[src/rtl/pc_gen.sv]
// Fetch-address generator: holds the fetch PC, issues aligned pair requests
// to the I-cache and merges exception / branch / predictor redirects.
module pc_gen #(
    parameter logic [31:0]     RESET_PC = 32'hBFC0_0000,
    localparam int unsigned    BR_WD    = 33
) (
    input  logic             clk,
    input  logic             resetn,
    input  logic             stall,
    input  logic [BR_WD-1:0] ex_bus,
    input  logic [BR_WD-1:0] br_bus,
    input  logic [BR_WD-1:0] bp_bus,
    output logic             if_req,
    output logic [31:0]      if_addr,
    input  logic             if_ack,
    output logic             if_epoch,
    output logic             cur_epoch,
    output logic [31:0]      current_pc1,
    output logic [31:0]      current_pc2
);

    localparam int unsigned AW  = 32;
    localparam int unsigned PRW = 2;

    localparam logic [PRW-1:0] PRI_BP = PRW'(0);
    localparam logic [PRW-1:0] PRI_BR = PRW'(1);
    localparam logic [PRW-1:0] PRI_EX = PRW'(2);

    // State is the (req, pend_v) pair; each bit is read directly below.
    typedef enum logic [1:0] {
        IDLE      = 2'b00,
        IDLE_PEND = 2'b01,
        BUSY      = 2'b10,
        BUSY_PEND = 2'b11
    } state_t;

    state_t         state_q, state_d;
    logic [AW-1:0]  addr_q, addr_d;
    logic           req_epoch_q, req_epoch_d;
    logic           epoch_q, epoch_d;
    logic [PRW-1:0] pend_pri_q, pend_pri_d;
    logic [AW-1:0]  pend_pc_q, pend_pc_d;

    logic           req_q;
    logic           pend_v_q;
    logic           req_d;
    logic           pend_v_d;

    logic           ex_e, br_e, bp_e;
    logic [AW-1:0]  ex_target, br_target, bp_target;

    logic           rd_v_c;
    logic [PRW-1:0] rd_pri_c;
    logic [AW-1:0]  rd_pc_c;
    logic [AW-1:0]  seq_pc_c;
    logic           launch_c;

    assign req_q    = state_q[1];
    assign pend_v_q = state_q[0];

    assign ex_e      = ex_bus[BR_WD-1];
    assign ex_target = ex_bus[AW-1:0];
    assign br_e      = br_bus[BR_WD-1];
    assign br_target = br_bus[AW-1:0];
    assign bp_e      = bp_bus[BR_WD-1];
    assign bp_target = bp_bus[AW-1:0];

    // A new request may go out when the back end allows it and the slot is free.
    assign launch_c = !stall && (!req_q || if_ack);

    // Odd word of a pair steps by one word to realign, even word by a full pair.
    assign seq_pc_c = addr_q[2] ? (addr_q + AW'(4)) : (addr_q + AW'(8));

    // Pick the single highest-priority redirect of this cycle.
    always_comb begin
        rd_v_c   = 1'b0;
        rd_pri_c = PRI_BP;
        rd_pc_c  = '0;
        if (ex_e) begin
            rd_v_c   = 1'b1;
            rd_pri_c = PRI_EX;
            rd_pc_c  = ex_target;
        end else if (br_e) begin
            rd_v_c   = 1'b1;
            rd_pri_c = PRI_BR;
            rd_pc_c  = br_target;
        end else if (bp_e) begin
            rd_v_c   = 1'b1;
            rd_pri_c = PRI_BP;
            rd_pc_c  = bp_target;
        end
    end

    // Next-state: launch, hold an unacked request, or park a redirect.
    always_comb begin
        addr_d      = addr_q;
        req_d       = req_q;
        req_epoch_d = req_epoch_q;
        pend_v_d    = pend_v_q;
        pend_pri_d  = pend_pri_q;
        pend_pc_d   = pend_pc_q;
        epoch_d     = epoch_q ^ (ex_e | br_e);

        if (launch_c) begin
            req_d       = 1'b1;
            req_epoch_d = epoch_d;
            pend_v_d    = 1'b0;
            if (rd_v_c) begin
                addr_d = rd_pc_c;
            end else if (pend_v_q) begin
                addr_d = pend_pc_q;
            end else if (req_q) begin
                addr_d = seq_pc_c;
            end
        end else begin
            // Accepted while stalled: advance so the idle addr is the next fetch.
            if (req_q && if_ack) begin
                req_d  = 1'b0;
                addr_d = seq_pc_c;
            end
            if (rd_v_c && (!pend_v_q || (rd_pri_c >= pend_pri_q))) begin
                pend_v_d   = 1'b1;
                pend_pri_d = rd_pri_c;
                pend_pc_d  = rd_pc_c;
            end
        end

        state_d = state_t'({req_d, pend_v_d});
    end

    // Register update with synchronous active-low reset.
    always_ff @(posedge clk) begin
        if (!resetn) begin
            state_q     <= IDLE;
            addr_q      <= RESET_PC;
            req_epoch_q <= 1'b0;
            epoch_q     <= 1'b0;
            pend_pri_q  <= '0;
            pend_pc_q   <= '0;
        end else begin
            state_q     <= state_d;
            addr_q      <= addr_d;
            req_epoch_q <= req_epoch_d;
            epoch_q     <= epoch_d;
            pend_pri_q  <= pend_pri_d;
            pend_pc_q   <= pend_pc_d;
        end
    end

    assign if_req      = req_q;
    assign if_addr     = addr_q;
    assign if_epoch    = req_epoch_q;
    assign cur_epoch   = epoch_q;
    assign current_pc1 = addr_q;
    assign current_pc2 = addr_q + AW'(4);

endmodule

[config.mk]
export PLATFORM = sky130hd
export DESIGN_NAME = pc_gen
export DESIGN_NICKNAME = d
export VERILOG_FILES = /design/src/rtl/pc_gen.sv
export SDC_FILE = /design/constraint.sdc
export NUM_CORES = 1
export LEC_CHECK = 0
export BUFFER_PORTS_ARGS = -buffer_cell sky130_fd_sc_hd__buf_2
export CAP_MARGIN = 15
export CORE_ASPECT_RATIO = 1.75
export CORE_MARGIN = 5
export CORE_UTILIZATION = 30
export CTS_CLUSTER_DIAMETER = 120
export CTS_CLUSTER_SIZE = 14
export DETAILED_ROUTE_END_ITERATION = 8
export GPL_ROUTABILITY_DRIVEN = 1
export GPL_TIMING_DRIVEN = 0
export SLEW_MARGIN = 40
export SYNTH_ARGS = -nofsm -noshare
export SYNTH_HDL_FRONTEND = slang
export SYNTH_SLANG_ARGS = --single-unit
[constraint.sdc]
create_clock -name clk -period 2.4 [get_ports clk]
set_clock_uncertainty 0.1 [all_clocks]
set_input_delay 0.36 -clock clk [delete_from_list [all_inputs] [get_ports clk]]
set_output_delay 0.36 -clock clk [all_outputs]
set_load 0.05 [all_outputs]
### Yosys cells after proc, flatten, opt, wreduce, memory -nomap -nowiden

Cells that the tools add are included.

* bits of input ports: 103
* output and inout bits: 99
* register bits after elaboration: 70

* bitwise logic cells: 4
* multiplexer cells: 16
* $add $sub $neg: 2
* equal/unequal tests: 1
* $lt $le $gt $ge: 1
* reduce and logical (&&, ||, !) cells: 12

Operator list (count)
* $mux 32: 9
* $add 32x3->32 const B: 1
* $add 32x4->32 const B: 1
* $mux 1: 6
* $ne 4x4->1 const B: 1
* $reduce_and 2->1: 2
* $logic_and 1x1->1: 3
* $logic_not 1->1: 3
* $ge 2x2->1: 1
* $logic_or 1x1->1: 2
* $mux 2: 1
* $not 1->1: 2
* $reduce_bool 2->1: 1
* $reduce_or 2->1: 1
* $or 1x1->1: 1
* $xor 1x1->1: 1

### Longest topological paths before layout

* word-level depth: 6
* gate-level depth with buffers: 11
* mapped depth without buffers: 8

### Worst setup path after synthesis

OpenSTA, ideal clock, no wires.

* path type: register to output
* start: register addr_q[4], in the netlist current_pc1[4]
* end: output port current_pc2[25]
* path slack: -897 ps
* buffers on the path: 0
* stages on the path, launching flop included: 6
* arrival time: 2837 ps
* path through: dfxtp_1 -> ha_1 -> and4_1 -> nand4_1 -> or4_1 -> xnor2_1

* cells in the longest elaborated chain, start to end: 1

Ends and longest elaborated chain
* start, declared: RTL line 38 `logic [AW-1:0] addr_q, addr_d;`
* start signal, assigned: RTL line 142 `addr_q <= addr_d;`
* $add 32x3->32: RTL line 155 `assign current_pc2 = addr_q + AW'(4);`
* end, declared: RTL line 19 `output logic [31:0] current_pc2`

Every way passes these cells.

### Worst setup path in the final report

* start: register addr_q[3], in the netlist current_pc1[3]
* end: output port current_pc2[29]

The elaborated chain is that of the path after synthesis.

==> flow_summary_export.csv <==
group,metric,value,unit
logic_synthesis,synth_cell_type_count,61,
critical_path,crit_chain,"ha_4 -> and4_4 -> nand4_1 -> buf_4 -> nor3_4 -> nand3_2 -> xnor2_4 -> buf_6",
global_route,grt_max_degree,13,
detailed_routing,via_per_inst,5.21,
sta,tns,-2.17,ns
logic_synthesis,synth.area.top_cells,"dfxtp_1, mux2i_1, buf_4, nor2_1, xnor2_1",
power,pwr-share-comb,33.6,%
critical_path,start_kind,"flip-flop",
run_status,violations,"negative setup slack",
clocking,cts_tree,"done",
critical_path,required,1.94,ns
global_route,grt-ovfl-total,0,
detailed_routing,wl_per_cell,18.7,um
placed_design,hpwl,16600,um
layout,regArea,0.00147,sq mm
critical_path,worst-setup-path-type,"flip-flop to primary output",
layout,final_common_cell,"buf_2",
min_path,hold_path_class,"input pin to flip-flop",
logic_synthesis,yosys.area.top_type,"dfxtp_1",
detailed_routing,drc,0,
clocking,cts_buffers,9,
clocking,htree_levels,3,
detailed_routing,wirelength,21000,um
sta,period_minus_slack,2.66,ns
power,p_leak,3.41,nW
layout,nNetsFinal,999,
logic_synthesis,netlist_instances,652,
power,p_seq_share,32.7,%
layout,stdcell_area,0.00763,sq mm
sta,fmax,376,MHz
logic_synthesis,ys_ff_latch,70,
power,p_total,0.00420,W
floorplanning,die_w,109,um
layout,final_cell_mix,"buf_2, buf_4, nor2_1",
sta,post-route-period-util,111,%
floorplanning,io_pins,202,
placed_design,place_congestion,0.847,
critical_path,cp.arrival,2.20,ns
floorplanning,std_cell_rows,63,
logic_synthesis,postSynthAreaPerCell,7.82,sq um
power,clkPwrFrac,33.7,%
global_route,grt_pass1_wl,31600,um
global_route,grt_pass1_vias,5621,
placed_design,port_buffers,201,
layout,area_delta_synth_final,49.7,%
detailed_routing,ant_nets,0,
floorplanning,core,0.0169,sq mm
clocking,postCtsHoldBufs,0,
sta,worstMarginPinSlew,0.753,ns
clocking,clock_sinks,70,
power,power_density,550,mW/mm^2
floorplanning,dieArea,0.0198,sq mm
critical_path,cpMaxStageDelayCell,"dfxtp_4",
floorplanning,die_h,182,um
sta,slew_violations,0,
sta,rsz0062_at_grt,"yes",
power,ir_drop,0.000320,V
flow_run,maxCapViolations,0,
detailed_routing,wl_met3,1260,um
logic_synthesis,synth-async-reset-ratio,0,%
logic_synthesis,synth_edf_count,0,
detailed_routing,top_layer,"met4",
clocking,clock-root-buffer,"clkbuf_16",
power,switching_share,37.0,%
sta,hold_viol,0,
global_route,grt_usage,20.7,%
logic_synthesis,synth_seq_area_share,27.5,%
sta,relSlewSlack,49.8,%
logic_synthesis,synth_warnings,0,
detailed_routing,met2_length,11200,um
detailed_routing,first_iter_violations,315,
logic_synthesis,netlist_area,0.00510,sq mm
critical_path,crit_fanout,5,
power,intPower,0.00265,W
sta,finalSetupViolCount,18,
critical_path,end_kind,"primary output",
clocking,path_clk_slew,0.06,ns
run_status,run_status,"finished with violations",
sta,setup_ws,-0.260,ns
floorplanning,initial_core_util,30.2,%
detailed_routing,vias,5852,
logic_synthesis,syn_nets,761,
layout,multi_input_area,0.00358,sq mm
power,power.switching,0.00155,W
layout,fill_cells,1773,
global_route,antenna_found_initial,1,
critical_path,max_stage_delay,0.40,ns
clocking,cts_buffer_depth,2,
detailed_routing,drt-met1-wl,7730,um
logic_synthesis,synth_ff_type,"dfxtp_1",
detailed_routing,drt_pass1_iterations,5,
logic_synthesis,yosysTopAreaCellShare,27.5,%
clocking,clk_latency,0.34,ns
placed_design,place_area,0.00677,sq mm
layout,drive_above_1_share,44.5,%
-- logic make-up after synthesis --
family,Yosys count,share of synthesized area [%]
simple gates,226,24.4
xor+xnor,36,6.19
buf+inv,105,10.9
fa+ha+maj,6,1.47
compound gates,180,23.9
flops,70,27.5
mux,29,5.69
-- power by group through the flow --
stage | combinational (W) | clock (W) | sequential, W
floorplan | 0.000821 | 0 | 0.00151
CTS | 0.00140 | 0.00142 | 0.00137
global placement | 0.00132 | 0 | 0.00139
global route | 0.00149 | 0.00148 | 0.00139
detailed placement | 0.00133 | 0 | 0.00139
finish | 0.00141 | 0.00142 | 0.00137
-- metal layers --
layer	vias up	global-route usage [%]
met3	56	2.73
met5	-	0
met4	0	8.95
li1	2822	-
met2	264	38.3
met1	2710	23.1
-- worst paths after layout --
kind	to	slack (ns)	cells after the start	startpoint
worst min register to register	if_epoch$_SDFFE_PN0N_	0.37	2	if_epoch$_SDFFE_PN0N_
worst min-delay path	state_q[1]$_SDFFE_PN0P_	0.20	2	stall
worst max register to register	current_pc1[14]$_SDFFE_PN0P_	0.02	5	state_q[1]$_SDFFE_PN0P_
worst max-delay path	current_pc2[29]	-0.26	8	current_pc1[3]$_SDFFE_PN0P_
-- Yosys cell counts (3+ instances only) --
cell type / number
dfxtp_1: 70
nor2_1: 69
o21ai_0: 45
nand2_1: 41
a21oi_1: 36
buf_4: 35
mux2i_1: 29
xnor2_1: 27
buf_2: 21
clkbuf_1: 21
inv_1: 21
nand3_1: 20
a221oi_1: 19
a211oi_1: 17
nand2b_1: 14
nand4_1: 13
nor3_1: 12
a22oi_1: 11
a31oi_1: 10
and3_1: 10
and2_1: 9
xor2_1: 9
and4_1: 7
nor2b_1: 7
a221o_1: 6
ha_1: 6
a32oi_1: 5
a211o_1: 4
nor4_1: 4
o21a_1: 4
o221ai_1: 4
a31o_2: 3
buf_1: 3
-- final cells by class --
class                      count  area share, %
inverter                      23           1.18
tap                          227           3.72
buffer                        75           6.30
multi-input combinational    477           46.9
sequential                    70           19.2
timing repair buffer         234           18.6
clock buffer                  13           3.56
antenna                        1         0.0328
clock inverter                 3          0.525
-- worst max-delay path: cells and delay by family (launching register included) --
kind	cells	cell delay (ns)
XOR/XNOR	1	0.19
buffers and inverters	2	0.37
AND/OR/NAND/NOR	4	0.74
flip-flops	1	0.40
adder cells (fa/ha/maj)	1	0.16
-- stage by stage --
step	utilization [%]	hold WS [ns]	cells	worst slack (ns)
after detailed placement	40.1	0.357	1080	-0.673
final	45.2	0.204	1123	-0.260
after global routing	45.2	0.207	1123	-0.362
after floorplan	-	0.346	652	-0.212
after CTS	44.8	0.200	1118	-0.259
after global placement	40.1	0.351	1080	-0.641
-- timing repair --
item                                    CTS  global route
buffers inserted                         29             9
cloned                                    0             0
gates resized for setup                  80            15
pin swaps                                18            13
endpoints found under the setup margin   56            59
-- flip-flops by register name (all words and copies together) (netlist names) --
signal	flops
cur_epoch	1
pend_pc_q	32
if_epoch	1
pend_pri_q	2
current_pc1	32
state_q	2
Power figures use the tool's default switching activity.
